## src/rtl/ps2_key_decoder.sv

```systemverilog
// PS/2 set-2 key decoder: tracks shift/ctrl/caps and queues ASCII characters in a show-ahead FIFO.
// Latency: strobe cycle N -> char registered N+1, visible N+2; full FIFO drops new characters (sticky overflow).

module ps2_key_fifo #(
  parameter int DEPTH  = 8,
  parameter int ADDR_W = 3,
  parameter int DAT_W  = 8
) (
  input  logic              clk_i,
  input  logic              rst_i,
  input  logic              push_vld,
  input  logic [DAT_W-1:0]  push_dat,
  input  logic              pop_rdy,
  output logic              pop_vld,
  output logic [DAT_W-1:0]  head_dat,
  output logic [ADDR_W:0]   count,
  output logic              full
);
  localparam logic [ADDR_W:0] FULL_CNT = (ADDR_W+1)'(DEPTH);

  logic [DAT_W-1:0]  mem [DEPTH];
  logic [ADDR_W-1:0] wr_ptr;
  logic [ADDR_W-1:0] rd_ptr;
  logic              do_push;
  logic              do_pop;

  assign pop_vld  = (count != '0);
  assign full     = (count == FULL_CNT);
  assign head_dat = mem[rd_ptr];
  assign do_pop   = pop_vld & pop_rdy;
  // A pop in the same cycle frees the slot, so a push at full still lands.
  assign do_push  = push_vld & (~full | do_pop);

  always_ff @(posedge clk_i or negedge rst_i) begin
    if (!rst_i) begin
      for (int i = 0; i < DEPTH; i++) mem[i] <= '0;
      wr_ptr <= '0;
      rd_ptr <= '0;
      count  <= '0;
    end else begin
      if (do_push) begin
        mem[wr_ptr] <= push_dat;
        wr_ptr      <= wr_ptr + 1'b1;
      end
      if (do_pop) rd_ptr <= rd_ptr + 1'b1;
      case ({do_push, do_pop})
        2'b10:   count <= count + 1'b1;
        2'b01:   count <= count - 1'b1;
        default: count <= count;
      endcase
    end
  end
endmodule

module ps2_key_decoder #(
  parameter int FIFO_DEPTH = 8,
  parameter int ADDR_W     = 3
) (
  input  logic              clk_i,
  input  logic              rst_i,
  input  logic [15:0]       key_code_i,
  input  logic [1:0]        key_break_i,
  input  logic              key_done_i,
  output logic [7:0]        ascii_o,
  output logic              ascii_valid_o,
  input  logic              ascii_ready_i,
  output logic [ADDR_W:0]   fifo_count_o,
  output logic              overflow_o,
  output logic              shift_o,
  output logic              ctrl_o,
  output logic              caps_o
);
  logic       lshift, rshift, lctrl, rctrl, caps_held, caps_q;
  logic       char_vld;
  logic [7:0] char_dat;
  logic [7:0] last_dat;
  logic [7:0] head_dat;
  logic       fifo_full;
  logic       is_make, is_break, std_pfx, ext_pfx;
  logic [7:0] code;
  logic       is_letter, is_digit;
  logic [4:0] lidx;
  logic [7:0] dig_plain, dig_shift;
  logic       xl_vld;
  logic [7:0] xl_dat;

  assign code     = key_code_i[7:0];
  assign std_pfx  = (key_code_i[15:8] == 8'h00);
  assign ext_pfx  = (key_code_i[15:8] == 8'hE0);
  assign is_make  = key_done_i & (key_break_i == 2'b10);
  assign is_break = key_done_i & (key_break_i == 2'b01);

  assign shift_o = lshift | rshift;
  assign ctrl_o  = lctrl | rctrl;
  assign caps_o  = caps_q;

  always_comb begin
    is_letter = 1'b1;
    lidx      = 5'd0;
    case (code)
      8'h1C: lidx = 5'd0;   8'h32: lidx = 5'd1;   8'h21: lidx = 5'd2;   8'h23: lidx = 5'd3;
      8'h24: lidx = 5'd4;   8'h2B: lidx = 5'd5;   8'h34: lidx = 5'd6;   8'h33: lidx = 5'd7;
      8'h43: lidx = 5'd8;   8'h3B: lidx = 5'd9;   8'h42: lidx = 5'd10;  8'h4B: lidx = 5'd11;
      8'h3A: lidx = 5'd12;  8'h31: lidx = 5'd13;  8'h44: lidx = 5'd14;  8'h4D: lidx = 5'd15;
      8'h15: lidx = 5'd16;  8'h2D: lidx = 5'd17;  8'h1B: lidx = 5'd18;  8'h2C: lidx = 5'd19;
      8'h3C: lidx = 5'd20;  8'h2A: lidx = 5'd21;  8'h1D: lidx = 5'd22;  8'h22: lidx = 5'd23;
      8'h35: lidx = 5'd24;  8'h1A: lidx = 5'd25;
      default: is_letter = 1'b0;
    endcase
  end

  always_comb begin
    is_digit  = 1'b1;
    dig_plain = 8'h00;
    dig_shift = 8'h00;
    case (code)
      8'h16: begin dig_plain = 8'h31; dig_shift = 8'h21; end
      8'h1E: begin dig_plain = 8'h32; dig_shift = 8'h40; end
      8'h26: begin dig_plain = 8'h33; dig_shift = 8'h23; end
      8'h25: begin dig_plain = 8'h34; dig_shift = 8'h24; end
      8'h2E: begin dig_plain = 8'h35; dig_shift = 8'h25; end
      8'h36: begin dig_plain = 8'h36; dig_shift = 8'h5E; end
      8'h3D: begin dig_plain = 8'h37; dig_shift = 8'h26; end
      8'h3E: begin dig_plain = 8'h38; dig_shift = 8'h2A; end
      8'h46: begin dig_plain = 8'h39; dig_shift = 8'h28; end
      8'h45: begin dig_plain = 8'h30; dig_shift = 8'h29; end
      default: is_digit = 1'b0;
    endcase
  end

  // Translation sees modifier state from before this event is applied.
  always_comb begin
    xl_vld = 1'b0;
    xl_dat = 8'h00;
    if (std_pfx) begin
      if (is_letter) begin
        xl_vld = 1'b1;
        if (ctrl_o)                xl_dat = {3'b000, lidx + 5'd1};
        else if (shift_o ^ caps_q) xl_dat = 8'h41 + {3'b000, lidx};
        else                       xl_dat = 8'h61 + {3'b000, lidx};
      end else if (is_digit) begin
        xl_vld = 1'b1;
        xl_dat = shift_o ? dig_shift : dig_plain;
      end else begin
        case (code)
          8'h29:   begin xl_vld = 1'b1; xl_dat = 8'h20; end
          8'h5A:   begin xl_vld = 1'b1; xl_dat = 8'h0D; end
          8'h66:   begin xl_vld = 1'b1; xl_dat = 8'h08; end
          8'h76:   begin xl_vld = 1'b1; xl_dat = 8'h1B; end
          default: xl_vld = 1'b0;
        endcase
      end
    end else if (ext_pfx && code == 8'h5A) begin
      xl_vld = 1'b1;
      xl_dat = 8'h0D;
    end
  end

  always_ff @(posedge clk_i or negedge rst_i) begin
    if (!rst_i) begin
      lshift    <= 1'b0;
      rshift    <= 1'b0;
      lctrl     <= 1'b0;
      rctrl     <= 1'b0;
      caps_held <= 1'b0;
      caps_q    <= 1'b0;
      char_vld  <= 1'b0;
      char_dat  <= 8'h00;
    end else begin
      char_vld <= is_make & xl_vld;
      if (is_make & xl_vld) char_dat <= xl_dat;
      if (is_make | is_break) begin
        if (std_pfx && code == 8'h12) lshift <= is_make;
        if (std_pfx && code == 8'h59) rshift <= is_make;
        if (std_pfx && code == 8'h14) lctrl  <= is_make;
        if (ext_pfx && code == 8'h14) rctrl  <= is_make;
        // Only the first make of a held caps key toggles; typematic repeats do not.
        if (std_pfx && code == 8'h58) begin
          if (is_make && !caps_held) caps_q <= ~caps_q;
          caps_held <= is_make;
        end
      end
    end
  end

  ps2_key_fifo #(.DEPTH(FIFO_DEPTH), .ADDR_W(ADDR_W), .DAT_W(8)) u_fifo (
    .clk_i    (clk_i),
    .rst_i    (rst_i),
    .push_vld (char_vld),
    .push_dat (char_dat),
    .pop_rdy  (ascii_ready_i),
    .pop_vld  (ascii_valid_o),
    .head_dat (head_dat),
    .count    (fifo_count_o),
    .full     (fifo_full)
  );

  always_ff @(posedge clk_i or negedge rst_i) begin
    if (!rst_i) begin
      overflow_o <= 1'b0;
      last_dat   <= 8'h00;
    end else begin
      if (char_vld && fifo_full && !(ascii_valid_o && ascii_ready_i)) overflow_o <= 1'b1;
      if (ascii_valid_o && ascii_ready_i) last_dat <= head_dat;
    end
  end

  // Once drained, keep showing the most recently consumed character.
  assign ascii_o = ascii_valid_o ? head_dat : last_dat;
endmodule

```

## config.mk

```make
export PLATFORM = sky130hd
export DESIGN_NAME = ps2_key_decoder
export DESIGN_NICKNAME = d
export VERILOG_FILES = /design/src/rtl/ps2_key_decoder.sv
export SDC_FILE = /design/constraint.sdc
export NUM_CORES = 1
export LEC_CHECK = 0
export ABC_AREA = 1
export BUFFER_PORTS_ARGS = -buffer_cell sky130_fd_sc_hd__buf_2
export CAP_MARGIN = 10
export CELL_PAD_IN_SITES_DETAIL_PLACEMENT = 0
export CELL_PAD_IN_SITES_GLOBAL_PLACEMENT = 1
export CORE_ASPECT_RATIO = 1.25
export CORE_MARGIN = 10
export CORE_UTILIZATION = 48
export DETAILED_ROUTE_END_ITERATION = 7
export MAX_ROUTING_LAYER = met4
export PLACE_DENSITY = 0.87
export SKIP_LAST_GASP = 1
export SYNTH_ARGS = -nofsm -noshare
export SYNTH_HDL_FRONTEND = slang
export SYNTH_SLANG_ARGS = --single-unit
export TNS_END_PERCENT = 50
```

## constraint.sdc

```tcl
create_clock -name clk_i -period 6.09 [get_ports clk_i]
set_input_delay 0 -clock clk_i [delete_from_list [all_inputs] [get_ports clk_i]]
set_output_delay 0 -clock clk_i [all_outputs]
set_load 0.01 [all_outputs]
```

Word-level counts from Yosys, hierarchy flattened
Index checks and enable logic that the tools add are counted.
{"block": "totals", "reg_bits": 98, "input_bits": 22, "output_inout_bits": 17}
{"block": "classes", "add_sub_neg": 7, "order_cmp": 3, "n_eq_ne": 50, "n_mux": 26, "n_bitwise": 14, "reduce_logical": 25}
{"op": "equality test 8 x 6 -> 1 bit (second input constant)", "count": 23}
{"op": "case mux 5 bit (25 select lines)", "count": 1}
{"op": "equality test 8 x 7 -> 1 bit (second input constant)", "count": 12}
{"op": "2-to-1 mux 8 bit", "count": 10}
{"op": "equality test 8 x 5 -> 1 bit (second input constant)", "count": 9}
{"op": "case mux 7 bit (10 select lines)", "count": 1}
{"op": "bitwise mux 64 bit", "count": 1}
{"op": "case mux 6 bit (10 select lines)", "count": 1}
{"op": "OR reduction 26 bit", "count": 1}
{"op": "binary-select mux 8 bit (select 3 bit)", "count": 1}
{"op": "demux 8 bit (select 3 bit)", "count": 1}
{"op": "case mux 6 bit (4 select lines)", "count": 1}
{"op": "adder 7 x 5 -> 8 bit (first input constant)", "count": 2}
{"op": "logical AND 1 bit", "count": 11}
{"op": "AND reduction 2 bit", "count": 5}
{"op": "OR reduction 10 bit", "count": 1}
{"op": "equality test 8 bit (second input constant)", "count": 1}
{"op": "greater-or-equal comparator 4 bit (second input constant)", "count": 2}
{"op": "zero test 8 bit", "count": 1}
{"op": "inverter 3 -> 4 bit", "count": 2}
{"op": "case mux 4 bit (2 select lines)", "count": 1}
{"op": "2-to-1 mux 1 bit", "count": 7}
{"op": "adder 3 x 1 -> 3 bit (second input constant)", "count": 2}
{"op": "adder 5 x 1 -> 5 bit (second input constant)", "count": 1}
{"op": "16 further kinds", "count": 27}

Longest topological paths before layout
Gate-level depths: netlist (run 1).
{"block": "depth", "depth_word": 7, "depth_mapped": 15, "mapped_depth_nobuf": 15}

Hierarchy
A second synthesis (run 1) with hierarchy kept.
{"block": "hier_totals", "hier_cells": 856, "area_unflattened_um2": 6125.9}
{"mod": "ps2_key_fifo", "n_inst": 1, "cells_each": 519, "area_per_inst_um2": 4026.4, "seq_area_each_um2": 1851.8}
{"mod": "ps2_key_decoder", "n_inst": 1, "cells_each": 337, "area_per_inst_um2": 2099.5, "seq_area_each_um2": 600.6}

Least setup slack after synthesis (run 1)
No wires, ideal clock.
{"block": "synth_timing", "kind": "register to register", "start": "reg u_fifo.count[1]", "end": "reg u_fifo.count[3]", "setup_time_ps": 122, "arrival_ps": 2156, "t_required_ps": 5968, "slack_ps": 3812, "stages_incl_launch_ff": 14, "path_buffers": 0, "period_less_slack_ps": 2278, "cell_sequence": "dfrtp_1 nor2_1 nand3_1 inv_1 nor2_1 ha_1 ha_1 nand2_1 nor2_1 a211oi_1 nor2_1 nor2_1 nand2_1 xor2_1"}
{"block": "synth_via", "elab_chain_cells": 6, "elab_cells_between_ends": 12, "classes_between": "add/sub: 2; eq/ne: 3; mux: 1; bitwise: 4; reduce/logical: 2"}
{"item": "from (decl)", "line_no": "16", "text": "output logic [ADDR_W:0] count,"}
{"item": "from (signal assigned)", "line_no": "47", "text": "2'b10: count <= count + 1'b1;"}
{"item": "from (signal assigned)", "line_no": "48", "text": "2'b01: count <= count - 1'b1;"}
{"item": "from (signal assigned)", "line_no": "49", "text": "default: count <= count;"}
{"item": "nonzero test 4 bit (*)", "line_no": "27", "text": "assign pop_vld = (count != '0);"}
{"item": "via ascii_valid_o", "line_no": "65", "text": "output logic ascii_valid_o,"}
{"item": "bitwise AND 1 bit (*)", "line_no": "30", "text": "assign do_pop = pop_vld & pop_rdy;"}
{"item": "via u_fifo.do_pop", "line_no": "25", "text": "logic do_pop;"}
{"item": "OR 1 bit", "line_no": "32", "text": "assign do_push = push_vld & (~full | do_pop);"}
{"item": "bitwise AND 1 bit", "line_no": "32"}
{"item": "equality test 2 x 1 -> 1 bit or equality test 2 bit (tied branches)", "line_no": "46", "text": "case ({do_push, do_pop})"}
{"item": "case mux 4 bit (2 select lines) or nonzero test 2 bit (tied branches)"}
Mark *: on every way through the listed nets, which the timed path passes. The rest lies on a longest branch.
A chain may end at the register's enable or synchronous reset.

Worst setup path after layout (run 1)
{"block": "layout_timing", "start": "reg u_fifo.count[1]", "end": "reg u_fifo.count[3]"}
{"block": "layout_via", "elab_chain_cells": 6, "elab_cells_between_ends": 12, "classes_between": "add/sub: 2; eq/ne: 3; mux: 1; bitwise: 4; reduce/logical: 2"}
{"item": "nonzero test 4 bit (*)", "line_no": "27"}
{"item": "bitwise AND 1 bit (*)", "line_no": "30"}
{"item": "via u_fifo.do_pop", "line_no": "25"}
{"item": "OR 1 bit", "line_no": "32"}
{"item": "bitwise AND 1 bit", "line_no": "32"}
{"item": "equality test 2 x 1 -> 1 bit or equality test 2 bit (tied branches)", "line_no": "46"}
{"item": "case mux 4 bit (2 select lines) or nonzero test 2 bit (tied branches)"}
Marked as above.

==> metrics.csv, run 1 <==
stage;metric;value;unit
status;status;finished clean;
placed_design;gp_congestion;0.872;
detailed_routing;drt-total-wl;12400;um
power;total_leakage_power;2.94;nW
timing;fin_crit_sh;42.9;%
placed_design;dp_hpwl;9170;um
clocking;hold_buffers;3;
detailed_routing;route.detailed.drc;0;
layout;drive_gt1_share;10.6;%
logic_synthesis;synth_top_area_share;46.4;%
global_route;globalRoute.totalOverflow;0;
placed_design;port_buffers;38;
timing;tns;0;ns
detailed_routing;routedWlPerCell;14.5;um
logic_synthesis;ys_seq_area_share;46.4;%
global_route;antenna_found_initial;0;
timing;worst_slew_pin_slew;1.06;ns
placed_design;pre_cts_slack;3.46;ns
global_route;grt_pass1_vias;4508;
detailed_routing;num_vias;4648;
floorplanning;die-area;15600;um^2
global_route;grt_max_degree;60;
logic_synthesis;synth_cell_types;38;
placed_design;dpl_cell_area;5560;um^2
detailed_routing;vias_per_cell;5.40;
clocking;cts.sinks;98;
timing;min_period;2.61;ns
min_path;hold_path.class;in2reg;
flow_run;cap_violations;0;
timing;slew_viol_final;0;
logic_synthesis;syn_area;5290;um^2
logic_synthesis;synth_area_leaders;dfrtp_1 (46%), nand2_1 (14%), o21ai_0 (11%), nor2_1 (6.4%), inv_1 (3.1%);
power;pwr_density_cell;320;nW/um^2
clocking;cts_resized;0;
clocking;clk-insertion-delay-late;0.34;ns
floorplanning;start_util;49.6;%
timing;finalSetupViolCount;0;
critical_path;crit_top_cell;nor2_1;
critical_path;critPathMaxFanout;17;
timing;slew_headroom;29.3;%
layout;area_growth_syn_to_layout;11.0;%
critical_path;start_kind;flop;
clocking;cts_buffer_depth;2;
power;p_total;1.88;mW
timing;setup_ws;3.48;ns
timing;fin_skew;0.00727;ns
layout;final_nets;753;
clocking;post_cts_buffers;0;
clocking;cts.htree.levels;3;
critical_path;critPathMaxStageDelay;0.42;ns
floorplanning;die_x;114;um
detailed_routing;drtPass1Iterations;5;
clocking;cts_root_buf;clkbuf_16;
clocking;cts_buffers;9;
critical_path;crit_chain;nor2_1 -> nand3_1 -> inv_1 -> nor2_1 -> ha_1 -> ha_1 -> nand2_1 -> nor2_1 -> a211oi_1 -> nor2_1 -> nor2_1 -> nand2_1 -> xor2_1;
critical_path;crit_path_top_delay_cell;dfrtp_1;
critical_path;cp_data_required_time;6.32;ns
logic_synthesis;synth_top_area_cell;dfrtp_1;
logic_synthesis;synth-seq-cells;98;
global_route;grt_pass1_wl;21500;um
timing;fmax;383;MHz
critical_path;cp.arrival;2.84;ns
timing;hold_violations;0;
global_route;grt_usage;17.3;%
timing;rsz0062_at_grt;no;
critical_path;path_class;reg2reg;
clocking;clk_pin_slew;0.06;ns
logic_synthesis;synthCells;694;
logic_synthesis;yosys_warnings;0;
floorplanning;io-pin-count;39;
layout;antenna_cells;0;
floorplanning;die_h;137;um
power;ir_drop;0.138;mV
detailed_routing;drtIter0Drc;284;
detailed_routing;antenna_left;0;
logic_synthesis;synth_fp_nets;723;
floorplanning;row_count;42;
clocking;cts_tree;built;
logic_synthesis;postSynthAreaPerCell;7.62;um^2
layout;final_cell_mix;nand2_1 (198), o21ai_0 (115), dfrtp_1 (98);
critical_path;cp-end-kind;flop;
layout;final_common_cell;nand2_1;
floorplanning;core_area;10700;um^2
layout;fin_area;5870;um^2
[cells in the mapped netlist]
master,count
o32ai_1,9
nor2_2,5
nor3_1,9
o31ai_1,1
dfrtp_1,98
inv_2,7
nand2_4,2
o221ai_1,8
nand3_1,26
o21ai_2,2
clkbuf_1,19
xor2_1,6
nand2_1,198
a21boi_1,1
a211oi_1,1
xnor2_1,2
buf_1,1
o22ai_1,1
nand3_2,2
a21oi_1,3
ha_1,6
nand3b_2,1
inv_1,43
nor2_1,90
or2_2,1
buf_6,2
o21ai_0,115
o21bai_1,2
nor2_4,1
nor4b_1,1
buf_2,2
nor4_1,1
mux2i_1,8
nand3b_1,1
nand2_2,3
fa_1,1
nand4_1,14
o2111ai_1,1
[sequential cells by signal (all words and copies together), names as in the netlist]
name and cells:
lshift 1, rshift 1, char_vld 1, overflow_o 1
u_fifo.mem 64, u_fifo.wr_ptr 3, lctrl 1, u_fifo.count 4
caps_held 1, caps_o 1, last_dat 8, u_fifo.rd_ptr 3
rctrl 1, char_dat 8
[final timing paths]
kind                                 startpoint               to  slack, ns  cells past startpoint
worst max-delay path            u_fifo.count[1]  u_fifo.count[3]       3.48                     13
worst min-delay path             key_code_i[15]            rctrl       0.06                      5
worst max register to register  u_fifo.count[1]  u_fifo.count[3]       3.48                     13
worst min register to register            rctrl            rctrl       0.47                      2
max in group asynchronous                 rst_i      char_dat[2]       4.81                      3
min in group asynchronous                 rst_i   u_fifo.mem[54]       0.17                      2
[final cells by class]
cell class / instances / area, um^2
repair buffers: 43 / 238
multi-input cells: 522 / 2540
flip-flops and latches: 98 / 2450
fillers: 1051 / 4790
clock buffers: 12 / 236
well taps: 132 / 165
clock inverters: 4 / 51.3
inverters: 50 / 188
[logic make-up after synthesis]
logic type / synth area share [%]
simple gates: 28.1
compound gates: 15.3
flops: 46.4
buf+inv: 5.58
xor+xnor: 1.32
mux: 1.51
fa+ha+maj: 1.80
[layer usage]
| layer | part of all wire, % | global-route usage [%] | up-vias | wire, um |
|---|---|---|---|---|
| li1 | - | - | 2351 | - |
| met2 | 50 | 29.4 | 104 | 6270 |
| met1 | 43 | 19.4 | 2173 | 5320 |
| met5 | 0 | - | - | 0 |
| met3 | 4.1 | 2.92 | 20 | 516 |
| met4 | 2.7 | 8.09 | 0 | 337 |
[report_power, final]
group | switching, mW | internal, mW | total (mW)
logic | 0.338 | 0.209 | 0.547
clock network | 0.239 | 0.320 | 0.558
registers | 0.0781 | 0.698 | 0.776
total | 0.654 | 1.23 | 1.88
[worst max-delay path, delay by kind of cell (launching register included)]
| kind | cells | cell delay (ns) |
|---|---|---|
| simple gates | 8 | 0.78 |
| fa+ha+maj | 2 | 0.60 |
| flops | 1 | 0.42 |
| buf+inv | 1 | 0.32 |
| compound gates | 1 | 0.24 |
| xor+xnor | 1 | 0.14 |
[stage by stage]
step | instances | utilization [%] | hold WS, ns
after floorplan | 694 | - | -0.296
after global placement | 842 | 52.1 | -0.00475
after detailed placement | 842 | 52.1 | -0.00220
after CTS | 861 | 55.1 | 0.0524
after global routing | 861 | 55.1 | 0.114
final | 861 | 55.1 | 0.0568
Note: power is estimated with default switching activity, not from simulation.
==> run 2, diff against run 1 <==
- CORE_UTILIZATION: 48 -> 40
- PLACE_DENSITY: 0.87 -> 0.77
- clock period: 6.09 -> 2.4 ns (I/O delays scaled with it)
==> metrics.csv, run 2 (synthesis gave the netlist of run 1 again) <==
stage;metric;value;unit;change
status;status;finished clean;;unchanged
layout;largest_registers;u_fifo.mem (64), char_dat (8), last_dat (8);;unchanged
clocking;cts_tree;built;;unchanged
timing;worst_slew_pin_slew;0.699;ns;was 1.06 ns
timing;slew_viol_final;0;;unchanged
floorplanning;die_x;123;um;was 114 um
clocking;cts_buffer_depth;2;;unchanged
timing;slew_headroom;53.4;%;was 29.3%
clocking;cts.sinks;98;;unchanged
critical_path;critPathBufInv;1;;unchanged
floorplanning;io-pin-count;39;;unchanged
critical_path;reg2regPathDepth;13;;unchanged
placed_design;dp_hpwl;9850;um;was 9170 um
layout;largest_reg_flops;64;;unchanged
layout;fillers;1306;;was 1,051
clocking;cts_root_buf;clkbuf_16;;unchanged
detailed_routing;drtIter0Drc;247;;was 284
critical_path;worstSetupStartpoint;u_fifo.count[1];;unchanged
detailed_routing;routedWlPerCell;14.9;um;was 14.5 um
global_route;globalRoute.totalOverflow;0;;unchanged
floorplanning;start_util;41.2;%;was 49.6%
timing;fin_skew;0.00829;ns;was 0.00727 ns
floorplanning;die-area;18300;um^2;was 15,600 um^2
floorplanning;row_count;46;;was 42
critical_path;crit_path_top_delay_cell;dfrtp_2;;was dfrtp_1
global_route;grt_max_degree;54;;was 60
power;pwr_density_cell;809;nW/um^2;was 320 nW/um^2
power;p_total;4.89;mW;was 1.88 mW
critical_path;cp_data_required_time;2.63;ns;was 6.32 ns
clocking;cts.htree.levels;3;;unchanged
timing;min_period;2.24;ns;was 2.61 ns
layout;regMostFlops;u_fifo.mem;;unchanged
clocking;cts_buffers;9;;unchanged
critical_path;critPathMaxFanout;5;;was 17
floorplanning;core_area;12800;um^2;was 10,700 um^2
global_route;grt_usage;15.6;%;was 17.3%
placed_design;place_inst;893;;was 842
layout;final_common_cell;nand2_1;;unchanged
critical_path;cp-end-kind;flop;;unchanged
layout;final_nets;767;;was 753
min_path;hold_path.class;in2reg;;unchanged
global_route;grt_pass1_wl;22300;um;was 21,500 um
timing;finalSetupViolCount;0;;unchanged
global_route;antenna_found_initial;0;;unchanged
layout;final_cell_mix;nand2_1 (198), o21ai_0 (115), dfrtp_1 (97);;was nand2_1 (198), o21ai_0 (115), dfrtp_1 (98)
layout;drive_gt1_share;13.1;%;was 10.6%
floorplanning;die_h;149;um;was 137 um
timing;fmax;446;MHz;was 383 MHz
detailed_routing;antenna_left;0;;unchanged
timing;setup_ws;0.157;ns;was 3.48 ns
power;ir_drop;0.471;mV;was 0.138 mV
critical_path;crit_chain;nor2_2 -> nand3_1 -> inv_1 -> nor2_1 -> ha_1 -> ha_1 -> nand2_1 -> nor2_1 -> a211oi_2 -> nor2_1 -> nor2_1 -> nand2_1 -> xor2_1;;was nor2_1 -> nand3_1 -> inv_1 -> nor2_1 -> ha_1 -> ha_1 -> nand2_1 -> nor2_1 -> a211oi_1 -> nor2_1 -> nor2_1 -> nand2_1 -> xor2_1
critical_path;reg2reg_slack;0.16;ns;was 3.48 ns
timing;hold_violations;0;;unchanged
detailed_routing;route.detailed.drc;0;;unchanged
critical_path;critPathCapture;u_fifo.count[3];;unchanged
placed_design;pre_cts_slack;0.126;ns;was 3.46 ns
critical_path;start_kind;flop;;unchanged
flow_run;cap_violations;0;;unchanged
power;total_leakage_power;3.02;nW;was 2.94 nW
clocking;clk-insertion-delay-late;0.34;ns;about the same
critical_path;reg2reg_to;u_fifo.count[3];;unchanged
critical_path;cp_top_family;simple AND/OR/NAND/NOR gates;;unchanged
clocking;clk_pin_slew;0.06;ns;about the same
detailed_routing;drt-total-wl;13500;um;was 12,400 um
timing;fin_crit_sh;93.5;%;was 42.9%
critical_path;crit_cells;13;;unchanged
layout;area_growth_syn_to_layout;14.4;%;was 11.0%
critical_path;worst_r2r_startpoint;u_fifo.count[1];;unchanged
detailed_routing;vias_per_cell;5.17;;was 5.40
min_path;worstHoldStart;key_code_i[12];;was key_code_i[15]
critical_path;cp.arrival;2.47;ns;was 2.84 ns
layout;fin_cells;911;;was 861
detailed_routing;num_vias;4709;;was 4,648
critical_path;critPathMaxStageDelay;0.44;ns;was 0.42 ns
critical_path;crit_top_cell;nor2_1;;unchanged
placed_design;port_buffers;38;;unchanged
layout;antenna_cells;0;;unchanged
placed_design;gp_congestion;0.825;;was 0.872
global_route;grt_pass1_vias;4597;;was 4,508
critical_path;path_class;reg2reg;;unchanged
detailed_routing;drtPass1Iterations;5;;unchanged
run 2: cell types whose count changed in the layout (fill, tap and decap cells not counted), sizes merged:
cell	previous run	this run
buf	40	55
clkbuf	12	11
clkinv	1	4
inv	51	50
clkinvlp	1	0
dlygate4sd3	3	2
run 2: tightest hold or removal path: stages:
cell	delay (ns)
buf_2	0.09
nor4b_1	0.06
nand3_1	0.08
o21ai_0	0.08
run 2: how the worst min path moves through the flow:
stage | end | slack (ns) | cells after the start
after CTS | rctrl | 0.007 | 4
after global routing | rctrl | 0.05 | 4
after global placement | u_fifo.count[0] | 0.09 | 1
after floorplan | caps_held | -0.30 | 0
final | rctrl | 0.009 | 4
after detailed placement | u_fifo.count[1] | 0.09 | 1
run 2: what timing repair did:
item,in CTS,in global routing
endpoints found under the setup margin,0,1
hold buffers,2,0
buffers inserted,0,0
hold endpoints to repair,53,0
gates resized for setup,0,3
run 2: per-stage QoR:
step | setup TNS [ns] | instance area [um^2] | hold WS [ns] | utilization (%)
4_1_cts | 0 | 6040 | 0.00700 | 47.1
3_3_place_gp | 0 | 5730 | 0.0866 | 44.6
6_report | 0 | 6050 | 0.00919 | 47.1
2_1_floorplan | 0 | 5290 | -0.296 | -
5_1_grt | -0.0212 | 6050 | 0.0518 | 47.1
3_5_place_dp | 0 | 5730 | 0.0884 | 44.6
run 2: area by class of cell:
cell class                 instances  area (um^2)  share of cell area (%)
multi-input combinational        522         2550                    42.1
sequential                        98         2450                    40.6
timing repair buffer              57          353                    5.83
clock buffer                      11          243                    4.01
tap                              168          210                    3.47
inverter                          50          188                    3.10
clock inverter                     5         53.8                   0.889
run 2: metal layers:
layer  vias up  track usage [%]  part of all wire [%]
li1       2392                -                     -
met1      2188             17.5                    43
met2       106             26.7                    50
met3        23             2.50                   4.2
met4         0             6.38                   2.6
met5         -                -                     0
run 2: power by group:
part	switching, mW	internal (mW)	leakage, nW	total (mW)
sequential	0.157	1.78	1.31	1.93
clock	0.593	0.832	0.149	1.43
combinational	0.957	0.578	1.56	1.54
total	1.71	3.19	3.02	4.89
==> run 3, diff against run 2 <==
- CORE_UTILIZATION: 40 -> 41
- GPL_ROUTABILITY_DRIVEN: default -> 1
- PLACE_DENSITY: 0.77 -> 0.79
- SYNTH_HIERARCHICAL: default -> 1
==> metrics.csv, run 3 <==
stage;metric;value;unit;change
layout;regMostFlops;u_fifo/mem;;was u_fifo.mem
logic_synthesis;synth_top_area_share;40.0;%;was 46.4%
power;total_leakage_power;3.64;nW;was 3.02 nW
clocking;cts_root_buf;clkbuf_16;;unchanged
critical_path;worst_r2r_startpoint;u_fifo/count[1];;was u_fifo.count[1]
layout;antenna_cells;0;;unchanged
timing;fin_skew;0.00728;ns;was 0.00829 ns
detailed_routing;route.detailed.drc;0;;unchanged
logic_synthesis;synth-seq-cells;98;;unchanged
global_route;globalRoute.totalOverflow;0;;unchanged
logic_synthesis;synth_top_area_cell;dfrtp_1;;unchanged
global_route;antenna_found_initial;0;;unchanged
logic_synthesis;yosys.cell_count.top_type;nand2_1;;unchanged
power;p_total;5.28;mW;was 4.89 mW
timing;min_period;2.11;ns;was 2.24 ns
clocking;clk_pin_slew;0.07;ns;was 0.06 ns
critical_path;start_kind;flop;;unchanged
logic_synthesis;postSynthAreaPerCell;7.16;um^2;was 7.62 um^2
critical_path;reg2regPathDepth;11;;was 13
logic_synthesis;synth_fp_nets;885;;was 723
power;ir_drop;0.393;mV;was 0.471 mV
global_route;grt_pass1_vias;5390;;was 4,597
critical_path;cp_data_required_time;2.64;ns;was 2.63 ns
detailed_routing;drtIter0Drc;354;;was 247
placed_design;gp_congestion;0.892;;was 0.825
timing;tns;0;ns;unchanged
timing;worst_slew_pin_slew;0.634;ns;was 0.699 ns
timing;slew_headroom;57.8;%;was 53.4%
power;pwr_density_cell;781;nW/um^2;was 809 nW/um^2
timing;rsz0062_at_grt;no;;
detailed_routing;drt-total-wl;16500;um;was 13,500 um
logic_synthesis;synth_area_leaders;dfrtp_1 (40%), nand2_1 (19%), nand4_1 (7.0%), nor2_1 (5.9%), o21ai_0 (2.9%);;was dfrtp_1 (46%), nand2_1 (14%), o21ai_0 (11%), nor2_1 (6.4%), inv_1 (3.1%)
min_path;worstHoldStart;ascii_ready_i;;was key_code_i[12]
logic_synthesis;synth_ff_type;dfrtp_1;;unchanged
detailed_routing;vias_per_cell;5.17;;about the same
floorplanning;die-area;20300;um^2;was 18,300 um^2
floorplanning;die_h;157;um;was 149 um
power;p_sw_share;37.8;%;was 34.9%
layout;largest_registers;u_fifo/mem (64), char_dat (8), last_dat (8);;was u_fifo.mem (64), char_dat (8), last_dat (8)
detailed_routing;routedWlPerCell;15.5;um;was 14.9 um
flow_run;cap_violations;0;;unchanged
floorplanning;die_x;129;um;was 123 um
layout;area_growth_syn_to_layout;10.4;%;was 14.4%
timing;slew_viol_final;0;;unchanged
min_path;hold_depth;3;;was 4
floorplanning;core_area;14500;um^2;was 12,800 um^2
timing;holdWs;0.0123;ns;was 0.00919 ns
floorplanning;io-pin-count;39;;unchanged
logic_synthesis;yosys_warnings;6;;was 0
power;p_sw;1.99;mW;was 1.71 mW
layout;drive_gt1_share;15.1;%;was 13.1%
logic_synthesis;synth_cell_types;36;;was 38
timing;fmax;474;MHz;was 446 MHz
clocking;post_cts_buffers;0;;unchanged
power;power_frac_seq;35.0;%;was 39.5%
logic_synthesis;synth_common_cells;nand2_1 (317), dfrtp_1 (98), nor2_1 (96);;was nand2_1 (198), o21ai_0 (115), dfrtp_1 (98)
layout;final_cell_mix;nand2_1 (317), dfrtp_1 (97), nor2_1 (96);;was nand2_1 (198), o21ai_0 (115), dfrtp_1 (97)
power;combPwrFrac;36.4;%;was 31.4%
critical_path;cp.arrival;2.35;ns;was 2.47 ns
layout;largest_reg_flops;64;;unchanged
clocking;cts_tree;built;;unchanged
critical_path;critPathMaxFanout;4;;was 5
timing;hold_violations;0;;unchanged
layout;fin_cells;1067;;was 911
critical_path;reg2reg_slack;0.29;ns;was 0.16 ns
global_route;grt_max_degree;55;;was 54
logic_synthesis;synthCells;856;;was 694
status;status;finished clean;;unchanged
placed_design;place_inst;1049;;was 893
layout;final_common_cell;nand2_1;;unchanged
detailed_routing;num_vias;5521;;was 4,709
logic_synthesis;ys_seq_area_share;40.0;%;was 46.4%
placed_design;port_buffers;38;;unchanged
timing;fin_crit_sh;87.9;%;was 93.5%
detailed_routing;drtPass1Iterations;5;;unchanged
critical_path;cp-end-kind;flop;;unchanged
power;clockPowerShare;28.6;%;was 29.1%
layout;final_nets;913;;was 767
global_route;grt_pass1_wl;27400;um;was 22,300 um
clocking;cts_buffers;9;;unchanged
clocking;cts_buffer_depth;2;;unchanged
timing;finalSetupViolCount;0;;unchanged
logic_synthesis;async_reset_ff_share;100;%;unchanged
min_path;hold_path.class;in2reg;;unchanged
critical_path;worstSetupStartpoint;u_fifo/count[1];;was u_fifo.count[1]
logic_synthesis;syn_area;6130;um^2;was 5290 um^2
detailed_routing;antenna_left;0;;unchanged
power;intPower;3.29;mW;was 3.19 mW
placed_design;dp_hpwl;11800;um;was 9850 um
logic_synthesis;synth_edf_count;0;;unchanged
floorplanning;start_util;42.2;%;was 41.2%
critical_path;path_class;reg2reg;;unchanged
global_route;grt_usage;17.2;%;was 15.6%
clocking;clk-insertion-delay-late;0.35;ns;was 0.34 ns
clocking;cts.htree.levels;3;;unchanged
floorplanning;row_count;49;;was 46
clocking;cts.sinks;98;;unchanged
run 3: routing by layer:
metal	share of wire [%]	wire length [um]	GRT usage, %	vias to the layer above
met4	1.3	214	4.50	0
met3	4.1	670	2.50	13
met2	51	8460	29.8	115
met1	43	7180	20.3	2540
met5	0	0	-	-
li1	-	-	-	2853
run 3: what timing repair did:
item	in CTS	in global routing
hold buffers	2	0
endpoints found under the hold margin	45	0
gates resized for setup	0	0
run 3: logic make-up (layout without fill, tap and decap cells):
| family | after synthesis | after routing | synth area share, % |
|---|---|---|---|
| AOI/OAI and AO/OA | 80 | 80 | 6.64 |
| buffers and inverters | 89 | 122 | 7.15 |
| xor gates and xnor gates | 6 | 6 | 0.858 |
| and+or+nand+nor | 576 | 576 | 43.8 |
| DFF | 98 | 98 | 40.0 |
| adders and majority gates | 7 | 7 | 1.55 |
run 3: cell type report:
class                      count  area, um^2
tap                          178         223
multi-input combinational    669        3240
clock buffer                  11         253
fill                        1531        7770
clock inverter                 5        62.6
timing repair buffer          56         345
inverter                      50         190
sequential                    98        2450
run 3: critical path: stages (launching register included):
cell	delay [ns]
dfrtp_1	0.39
nor2_2	0.19
nand3_1	0.12
nand2_1	0.14
inv_1	0.09
ha_1	0.23
ha_1	0.31
or2_2	0.29
nand3_1	0.09
nand2_1	0.06
nand2_1	0.05
nand2_1	0.04
run 3: worst paths after layout:
check	to
min in group asynchronous	u_fifo/count[3]
hold reg to reg	u_fifo/mem[4]
max in group asynchronous	char_dat[1]
setup reg to reg	u_fifo/count[3]
hold / removal	u_fifo/rd_ptr[0]
setup / recovery	u_fifo/count[3]
run 3: power groups by stage:
stage	registers [mW]	clock network (mW)	logic [mW]
floorplan	1.89	0	1.31
global placement	1.87	0	1.93
detailed placement	1.88	0	1.94
CTS	1.85	1.54	1.95
global route	1.86	1.60	2.17
finish	1.85	1.51	1.92
run 3: through the flow:
step / instance area (um^2) / utilization, % / setup WS (ns)
global placement: 6430 / 44.2 / 0.351
global route: 6760 / 46.5 / 0.146
detailed placement: 6430 / 44.2 / 0.299
floorplan: 6130 / - / 0.247
CTS: 6760 / 46.5 / 0.283
finish: 6760 / 46.5 / 0.291
